==> src/rtl/mem_arbiter.sv <==
// -----------------------------------------------------------------------------
// mem_arbiter
//
// Two-port (instruction fetch / data) arbiter in front of a single RAM that
// uses a MOV/MOC handshake. A three-state FSM (IDLE -> ACCESS -> RELEASE)
// serves one request at a time. The RAM address, write data and direction are
// registered on grant and held stable for the whole access.
//
// Parameters
//   DATA_PRIORITY  : 1 = data port wins a tie, 0 = round-robin on ties
//   TIMEOUT_CYCLES : ACCESS cycles without MOC before abort (1..255);
//                    only used when MEM_ARB_TIMEOUT_EN is defined
//
// Optional feature (macro MEM_ARB_TIMEOUT_EN)
//   Defined   : ACCESS is aborted after TIMEOUT_CYCLES cycles without MOC.
//               The winner's ack pulses without an rdata update, and the
//               sticky timeout_err flag is set.
//   Undefined : ACCESS waits for MOC indefinitely and timeout_err is tied 0.
//
// Ports
//   clk, reset            : rising-edge clock, asynchronous active-low reset
//   if_req/if_addr        : fetch request (held until if_ack), fetch address
//   if_ack/if_rdata       : one-cycle fetch completion, registered fetch data
//   d_req/d_rw/d_addr/
//   d_wdata               : data request (held until d_ack), 1=read 0=write,
//                           address, write data
//   d_ack/d_rdata         : one-cycle data completion, registered load data
//   mem_addr/mem_wdata    : RAM address / write data
//   mem_rdata             : RAM read data
//   MOV/RW/MOC            : operation valid, 1=read 0=write, operation complete
//   busy                  : FSM not in IDLE
//   grant                 : current/last owner, 0 = fetch, 1 = data
//   timeout_err           : sticky timeout flag
// -----------------------------------------------------------------------------
module mem_arbiter #(
  parameter int DATA_PRIORITY  = 1,
  parameter int TIMEOUT_CYCLES = 15
) (
  input  logic        clk,
  input  logic        reset,
  input  logic        if_req,
  input  logic [31:0] if_addr,
  output logic        if_ack,
  output logic [31:0] if_rdata,
  input  logic        d_req,
  input  logic        d_rw,
  input  logic [31:0] d_addr,
  input  logic [31:0] d_wdata,
  output logic        d_ack,
  output logic [31:0] d_rdata,
  output logic [31:0] mem_addr,
  output logic [31:0] mem_wdata,
  input  logic [31:0] mem_rdata,
  output logic        MOV,
  output logic        RW,
  input  logic        MOC,
  output logic        busy,
  output logic        grant,
  output logic        timeout_err
);

  typedef enum logic [1:0] {
    IDLE    = 2'd0,
    ACCESS  = 2'd1,
    RELEASE = 2'd2
  } state_t;

  state_t state;
  logic   last_data;  // round-robin pointer: 1 = data port was served last
  logic   win_data;

  // Data wins when it is the only requester, when data has priority on a tie,
  // or when round-robin says fetch was served last.
  always_comb begin
    // NOTE: assign a default first so every path writes the signal and no
    // latch is inferred.
    win_data = 1'b0;
    if (d_req)
      win_data = !if_req || (DATA_PRIORITY != 0) || !last_data;
  end

  assign busy = (state != IDLE);

`ifdef MEM_ARB_TIMEOUT_EN
  localparam logic [7:0] TMO_LAST = 8'(TIMEOUT_CYCLES - 1);
  logic [7:0] tmo_cnt;
`endif

  // NOTE: sequential state uses non-blocking assignments only, so every flop
  // samples the values from before the edge regardless of statement order.
  always_ff @(posedge clk or negedge reset) begin
    if (!reset) begin
      state     <= IDLE;
      last_data <= 1'b1;  // fetch wins the first tie after reset
      MOV       <= 1'b0;
      RW        <= 1'b1;
      if_ack    <= 1'b0;
      d_ack     <= 1'b0;
      grant     <= 1'b0;
      mem_addr  <= '0;
      mem_wdata <= '0;
      if_rdata  <= '0;
      d_rdata   <= '0;
`ifdef MEM_ARB_TIMEOUT_EN
      tmo_cnt     <= '0;
      timeout_err <= 1'b0;
`endif
    end else begin
      // Acks are single-cycle pulses.
      if_ack <= 1'b0;
      d_ack  <= 1'b0;

      case (state)
        IDLE: begin
          if (if_req || d_req) begin
            grant     <= win_data;
            last_data <= win_data;
            MOV       <= 1'b1;
            state     <= ACCESS;
            if (win_data) begin
              mem_addr  <= d_addr;
              mem_wdata <= d_wdata;
              RW        <= d_rw;
            end else begin
              // Fetch is always a read; mem_wdata keeps its old value.
              mem_addr <= if_addr;
              RW       <= 1'b1;
            end
`ifdef MEM_ARB_TIMEOUT_EN
            tmo_cnt <= '0;
`endif
          end
        end

        ACCESS: begin
          if (MOC) begin
            MOV   <= 1'b0;
            state <= RELEASE;
            if (grant) begin
              d_ack <= 1'b1;
              if (RW) d_rdata <= mem_rdata;
            end else begin
              if_ack   <= 1'b1;
              if_rdata <= mem_rdata;
            end
          end
`ifdef MEM_ARB_TIMEOUT_EN
          // Abort on the edge where the count would reach TIMEOUT_CYCLES, so
          // MOV is high for exactly TIMEOUT_CYCLES cycles.
          else if (tmo_cnt == TMO_LAST) begin
            MOV         <= 1'b0;
            state       <= RELEASE;
            timeout_err <= 1'b1;
            if (grant) d_ack  <= 1'b1;
            else       if_ack <= 1'b1;
          end else begin
            tmo_cnt <= tmo_cnt + 8'd1;
          end
`endif
        end

        RELEASE: begin
          // No new access until the RAM has dropped MOC.
          if (!MOC) state <= IDLE;
        end

        default: state <= IDLE;
      endcase
    end
  end

`ifndef MEM_ARB_TIMEOUT_EN
  assign timeout_err = 1'b0;
`endif

endmodule

==> config.mk <==
export PLATFORM = sky130hd
export DESIGN_NAME = mem_arbiter
export DESIGN_NICKNAME = d
export VERILOG_FILES = /design/src/rtl/mem_arbiter.sv
export SDC_FILE = /design/constraint.sdc
export NUM_CORES = 1
export LEC_CHECK = 0
export ABC_AREA = 0
export BUFFER_PORTS_ARGS = -buffer_cell sky130_fd_sc_hd__buf_2
export CORE_MARGIN = 3
export CORE_UTILIZATION = 25
export CTS_CLUSTER_DIAMETER = 50
export DETAILED_ROUTE_END_ITERATION = 6
export GPL_TIMING_DRIVEN = 0
export SLEW_MARGIN = 20
export SYNTH_ARGS = -nofsm -noshare
export SYNTH_HDL_FRONTEND = slang
export SYNTH_SLANG_ARGS = --single-unit
==> constraint.sdc <==
create_clock -name clk -period 3.7 [get_ports clk]
set_input_delay 0.185 -clock clk [delete_from_list [all_inputs] [get_ports clk]]
set_output_delay 0.185 -clock clk [all_outputs]
set_load 0.05 [all_outputs]
==> results of run 1 <==
[cell usage in the layout, fill, tap and decap left out, types with 2 or more instances in the layout]
master,n
buf_2,269
dfrtp_1,134
mux2_2,102
mux2_4,58
dlygate4sd3_1,57
clkbuf_16,17
buf_6,12
bufinv_16,5
clkinv_4,4
buf_4,3
clkbuf_1,3
inv_1,2
nand2b_1,2
a21o_1,2
[metrics by stage]
step                area, µm²  instances  worst slack (ps)  hold WS [ps]  util [%]
CTS                      8640        968              1970         0.386      39.0
global placement         7400        879               407           385      33.4
finish                   8650        969              2020          24.5      39.0
global route             8650        969              1900          1.04      39.0
floorplan                5710        333              2140          -111         -
detailed placement       7430        880              1990           107      33.5
[final cells by class]
type	instances	area (µm²)
fillers	2124	13500
flip-flops and latches	135	3380
multi-input cells	177	2150
repair buffers	324	1940
clock buffers	21	450
well taps	280	350
clock inverters	11	198
plain buffers	19	178
inverters	2	7.51
[sequential cells by signal (all words and copies together), names as in the netlist]
| register | count |
|---|---|
| d_rdata | 32 |
| d_ack | 1 |
| state | 2 |
| grant | 1 |
| if_rdata | 32 |
| mem_addr | 32 |
| RW | 1 |
| mem_wdata | 32 |
| if_ack | 1 |
| MOV | 1 |
[critical path, delay by kind of cell, from the launching register on]
family,cells,cell delay [ps]
AND/OR/NAND/NOR,2,450
flip-flops,1,410
buffers and inverters,2,380
multiplexers,1,320
[repair_timing]
item                                   4_1_cts  5_1_grt
setup buffers                                0        0
resized for setup                            0        0
endpoints found under the hold margin      110        1
hold buffers                                56        1
[layer usage]
metal	vias to the layer above	wire, µm	global-route usage (%)
li1	1870	-	-
met1	1984	6240	14.3
met2	138	7550	20.7
met3	15	913	3.93
met4	2	215	3.64
met5	-	14	0
[logic make-up (layout without fill, tap and decap cells)]
group,Yosys count,in the layout,share of synthesized area (%)
other cells,1,1,0.0656
buf+inv,21,377,3.24
flops,135,135,59.1
compound gates,6,6,0.810
simple gates,10,10,1.40
mux,160,160,35.3
[how the worst max path moves through the flow]
stage | start | end | slack (ps) | depth (start not counted)
3_3_place_gp | reset | if_rdata[25] | 410 | 1
2_1_floorplan | grant | d_rdata[0] | 2140 | 3
4_1_cts | state[0] | mem_wdata[29] | 1970 | 5
6_report | state[0] | mem_wdata[29] | 2020 | 5
3_5_place_dp | state[0] | mem_wdata[29] | 1990 | 5
5_1_grt | state[0] | mem_wdata[29] | 1900 | 5
==> metrics.md, run 1 <==
| Metric | Value |
|---|---|
| Outcome | complete, no violations |
| Vert. Die Dim | 157 µm |
| Row Count | 54 |
| Vias/cell | 4.14 |
| Setup TNS | 0 ps |
| Maxcap violations | 0 |
| GP Congestion | a little over 0.7 |
| Routed Wire Length | 14900 µm |
| CORE AREA | 0.0222 mm² |
| Synth Instances | 333 |
| CTS tree | yes |
| #FFs+latches synth | approximately 140 |
| Gr ovfl total | 0 |
| HP Class | primary input to flip-flop |
| Hold_sp | mem_rdata[28] |
| Fin Clk Skew | between 5 and 6 ps |
| Depth of the most critical reg-to-reg path | 5 |
| Kind of critical path | flip-flop to flip-flop |
| Mapped cell area | 0.00571 mm² |
| Syn Area/Cell | 17.2 µm² |
| IO Pins | approximately 270 |
| Crit share post-route | 45.4% |
| Antenna Nets Post-Route | 0 |
| CP Data Required Time | 3990 ps |
| Post-DP HPWL | 10600 µm |
| Hold Crit Depth | 2 |
| CTS root buf | clkbuf_16 |
| Most used DFF post-synth | dfrtp_1 |
| Post-synth top area cell | dfrtp_1 |
| Worst-path cell chain | nor2_1 -> and2_1 -> buf_4 -> buf_6 -> mux2_4 |
| Type of origin of the critical path | flip-flop |
| Post-synth top cells | dfrtp_1 (134), mux2_2 (102), mux2_4 (58) |
| First-pass GRT wire length | between 20000 and 25000 µm |
| Reg2reg end | mem_wdata[29] |
| Max Transition Viols Final | 0 |
| Largest net degree at the start of global routing | 92 |
| First-pass detailed-route iteration total | 4 |
| Async set-reset flop share out of synthesis | 100% |
| Starting DRT DRC Count | 165 |
| Clock Path Buffers | 2 |
| Vias in the first global route | around 4300 |
| GRT Total Usage | 12.0% |
| Initial antenna violation count | 1 |
| Cell variety after synth | 23 |
| Endpoint, Worst Hold | d_rdata[28] |
| Crit-path max FO | 10 |
| Warnings, synthesis | 0 |
| DIE AREA | 0.0247 mm² |
| Fmax achieved | ~600 MHz |
| Seq/Total Area, Yosys | 59.1% |
| Clk slew on worst S/H paths | 60 ps |
| CTS H-tree depth | 4 |
| TritonCTS Buffers | 17 |
| Largest cells by area after synthesis | dfrtp_1 (59%), mux2_2 (20%), mux2_4 (15%) |
| Final Critical Period | 1680 ps |
| Die W | 157 µm |
| N_diodes | 0 |
| Post-Syn Nets | 467 |
| Final nets | 810 |
| Fraction of layout cells with a size suffix above 1 | between 60% and 70% |
| Initial Util | about a quarter |
| DRC Markers | 0 |
| PortBufs | around 270 |
| Number of enable flip-flop cells after synthesis | 0 |
| Detailed-route wire length per cell | between 15 and 20 µm |
| Final Setup Violations | 0 |
| Max stage delay cell, worst path | dfrtp_1 |
| R2R Setup Slk | 2020 ps |
| Layout area overhead | 51.4% |
| RSZ-0062 raised after global routing | no |
| Relative slew slack | 66.6% |
| Largest stage delay on the critical path | 410 ps |
| Clock Sinks | ~140 |
| Most common cell in the netlist | dfrtp_1 |
| Worst Tran Pin Value | roughly 500 ps |
| Worst r2r src | state[0] |
| Worst setup EP type | flip-flop |
| Skew-Pair Late Insertion Delay | a little over 400 ps |
| Via Count | about 4000 |
| Post-synth top area share | between 50% and 60% |
| Arrival @ worst endpoint | a little under 2000 ps |
| Hold Fails Final Rpt | 0 |
Power of run 1 is left out: the tool's default activity adds up to more than one toggle a clock period on the data nets, which glitch-free logic cannot reach.
==> inputs of run 2 (changes only) <==
==> constraint.sdc (replaced) <==
create_clock -name clk -period 1.7 [get_ports clk]
set_input_delay 0.085 -clock clk [delete_from_list [all_inputs] [get_ports clk]]
set_output_delay 0.085 -clock clk [all_outputs]
set_load 0.05 [all_outputs]
==> run 2 against run 1 <==
Compared with the run above:
- register-to-register slack worse by 1900 ps
- fmax is 5.8% higher
- via count is 1.2% higher
- routed wire length is 1.1% higher
- hold slack better by 7.6 ps
- sequential share of layout area is 0.62 points lower
- count of clock-buffer cells in the layout stayed put
- largest cell class unchanged
- design area is 1.6% higher
- critical path depth stayed put
- non-clock buffer count is 14 higher
==> metrics.md, run 2 (same netlist as run 1, synthesis figures left out) <==
| Metric | Value |
|---|---|
| Outcome | complete, no violations |
| Final Setup Violations | 0 |
| Max stage delay cell, worst path | dfrtp_1 |
| CTS root buf | clkbuf_16 |
| Final Critical Period | 1590 ps |
| PortBufs | 266 |
| TritonCTS Buffers | 17 |
| Cell family with most CP delay | flip-flops |
| DIE AREA | 0.0247 mm² |
| Clk slew on worst S/H paths | 60 ps |
| Setup TNS | 0 ps |
| Vias in the first global route | 4379 |
| Arrival @ worst endpoint | 1870 ps |
| Row Count | 54 |
| Routed Wire Length | ~15000 µm |
| Antenna Nets Post-Route | 0 |
| Max Transition Viols Final | 0 |
| Fraction of layout cells with a size suffix above 1 | 68.6% |
| Type of origin of the critical path | flip-flop |
| Hold Fails Final Rpt | 0 |
| CTS H-tree depth | 4 |
| HP Class | primary input to flip-flop |
| Clock Path Buffers | 2 |
| First-pass detailed-route iteration total | 4 |
| Fin Clk Skew | 5.46 ps |
| Largest stage delay on the critical path | 440 ps |
| Initial Util | 25.8% |
| Starting DRT DRC Count | 165 |
| Kind of critical path | flip-flop to flip-flop |
| Final nets | between 800 and 900 |
| Crit share post-route | 93.3% |
| WL met3 | 934 µm |
| Layout area overhead | 53.9% |
| Vert. Die Dim | roughly 160 µm |
| GRT Total Usage | between 10% and 20% |
| Initial antenna violation count | 0 |
| Clock Sinks | 135 |
| RSZ-0062 raised after global routing | no |
| IO Pins | 269 |
| First-pass GRT wire length | 23400 µm |
| GP Congestion | just over 0.7 |
| Worst-path cell chain | nor2_4 -> and2_1 -> buf_4 -> buf_6 -> mux2_4 |
| CTS tree | yes |
| Detailed-route wire length per cell | 15.4 µm |
| Commonest non-fill, non-tap cell in the layout | buf_2 |
| Fmax achieved | ~630 MHz |
| Vias/cell | 4.13 |
| Fillers | 2111 |
| Met1 WL | 6220 µm |
| Via Count | 4057 |
| Post-DP HPWL | between 10000 and 15000 µm |
| Gr ovfl total | 0 |
| CP Data Required Time | about 2000 ps |
| CORE AREA | around 0.022 mm² |
| CP bufs+invs | 2 |
| N_diodes | 0 |
| Crit-path max FO | 10 |
| Worst setup EP type | flip-flop |
| Skew-Pair Late Insertion Delay | 410 ps |
| WL met2 | 7700 µm |
| Largest net degree at the start of global routing | 92 |
| Most frequent cells in the layout | buf_2 (269), dfrtp_1 (134), mux2_2 (102), dlygate4sd3_1 (68), mux2_4 (58) |
| Die W | 157 µm |
| Top sig layer | met4 |
| Maxcap violations | 0 |
| DRC Markers | 0 |
-- run 2: cell type report --
cell class	instances	area (µm²)	area share (%)
multi-input combinational	177	2160	24.5
clock inverter	11	198	2.25
timing repair buffer	338	2070	23.6
inverter	2	7.51	0.0854
buffer	19	178	2.02
clock buffer	21	450	5.12
tap	280	350	3.98
sequential	135	3380	38.4
-- run 2: routing by layer --
layer  GRT usage [%]  up-vias
met5               0        -
met4            3.93        0
li1                -     1901
met2            21.2      139
met1            14.4     2002
met3            3.88       15
-- run 2: per-stage QoR --
stage | area (µm²) | utilization (%) | setup slack (ps) | std cells | hold slack [ps]
floorplan | 5710 | - | 138 | 333 | -211
global route | 8790 | 39.7 | 24.2 | 983 | 12.5
global placement | 7400 | 33.4 | -1490 | 879 | 285
finish | 8790 | 39.7 | 114 | 983 | 32.1
CTS | 8760 | 39.5 | 55.1 | 980 | 1.83
detailed placement | 7430 | 33.5 | -11.9 | 880 | 7.29
-- run 2: path summary, 6_finish.rpt --
| kind | startpoint | end | slack (ps) | cells after the start |
|---|---|---|---|---|
| worst min register to register | MOV | MOV | 480 | 1 |
| worst min-delay path | d_addr[16] | mem_addr[16] | 30 | 3 |
| min in group asynchronous | reset | mem_wdata[22] | 150 | 2 |
| worst max register to register | state[0] | mem_wdata[29] | 110 | 5 |
| worst max-delay path | state[0] | mem_wdata[29] | 110 | 5 |
| max in group asynchronous | reset | if_rdata[20] | 750 | 3 |
-- run 2: repair_timing --
item / 4_1_cts / 5_1_grt
hold buffers: 68 / 0
endpoints found under the hold margin: 160 / 0
endpoints found under the setup margin: 20 / 11
buffers inserted: 0 / 3
pin swaps: 0 / 1
resized for setup: 1 / 1
-- run 2: worst register-to-register path, stage by stage (launching register included) --
cell and delay [ps]:
dfrtp_1 440, nor2_4 160, and2_1 160, buf_4 180, buf_6 210, mux2_4 320
Power of run 2 is left out for the same reason.
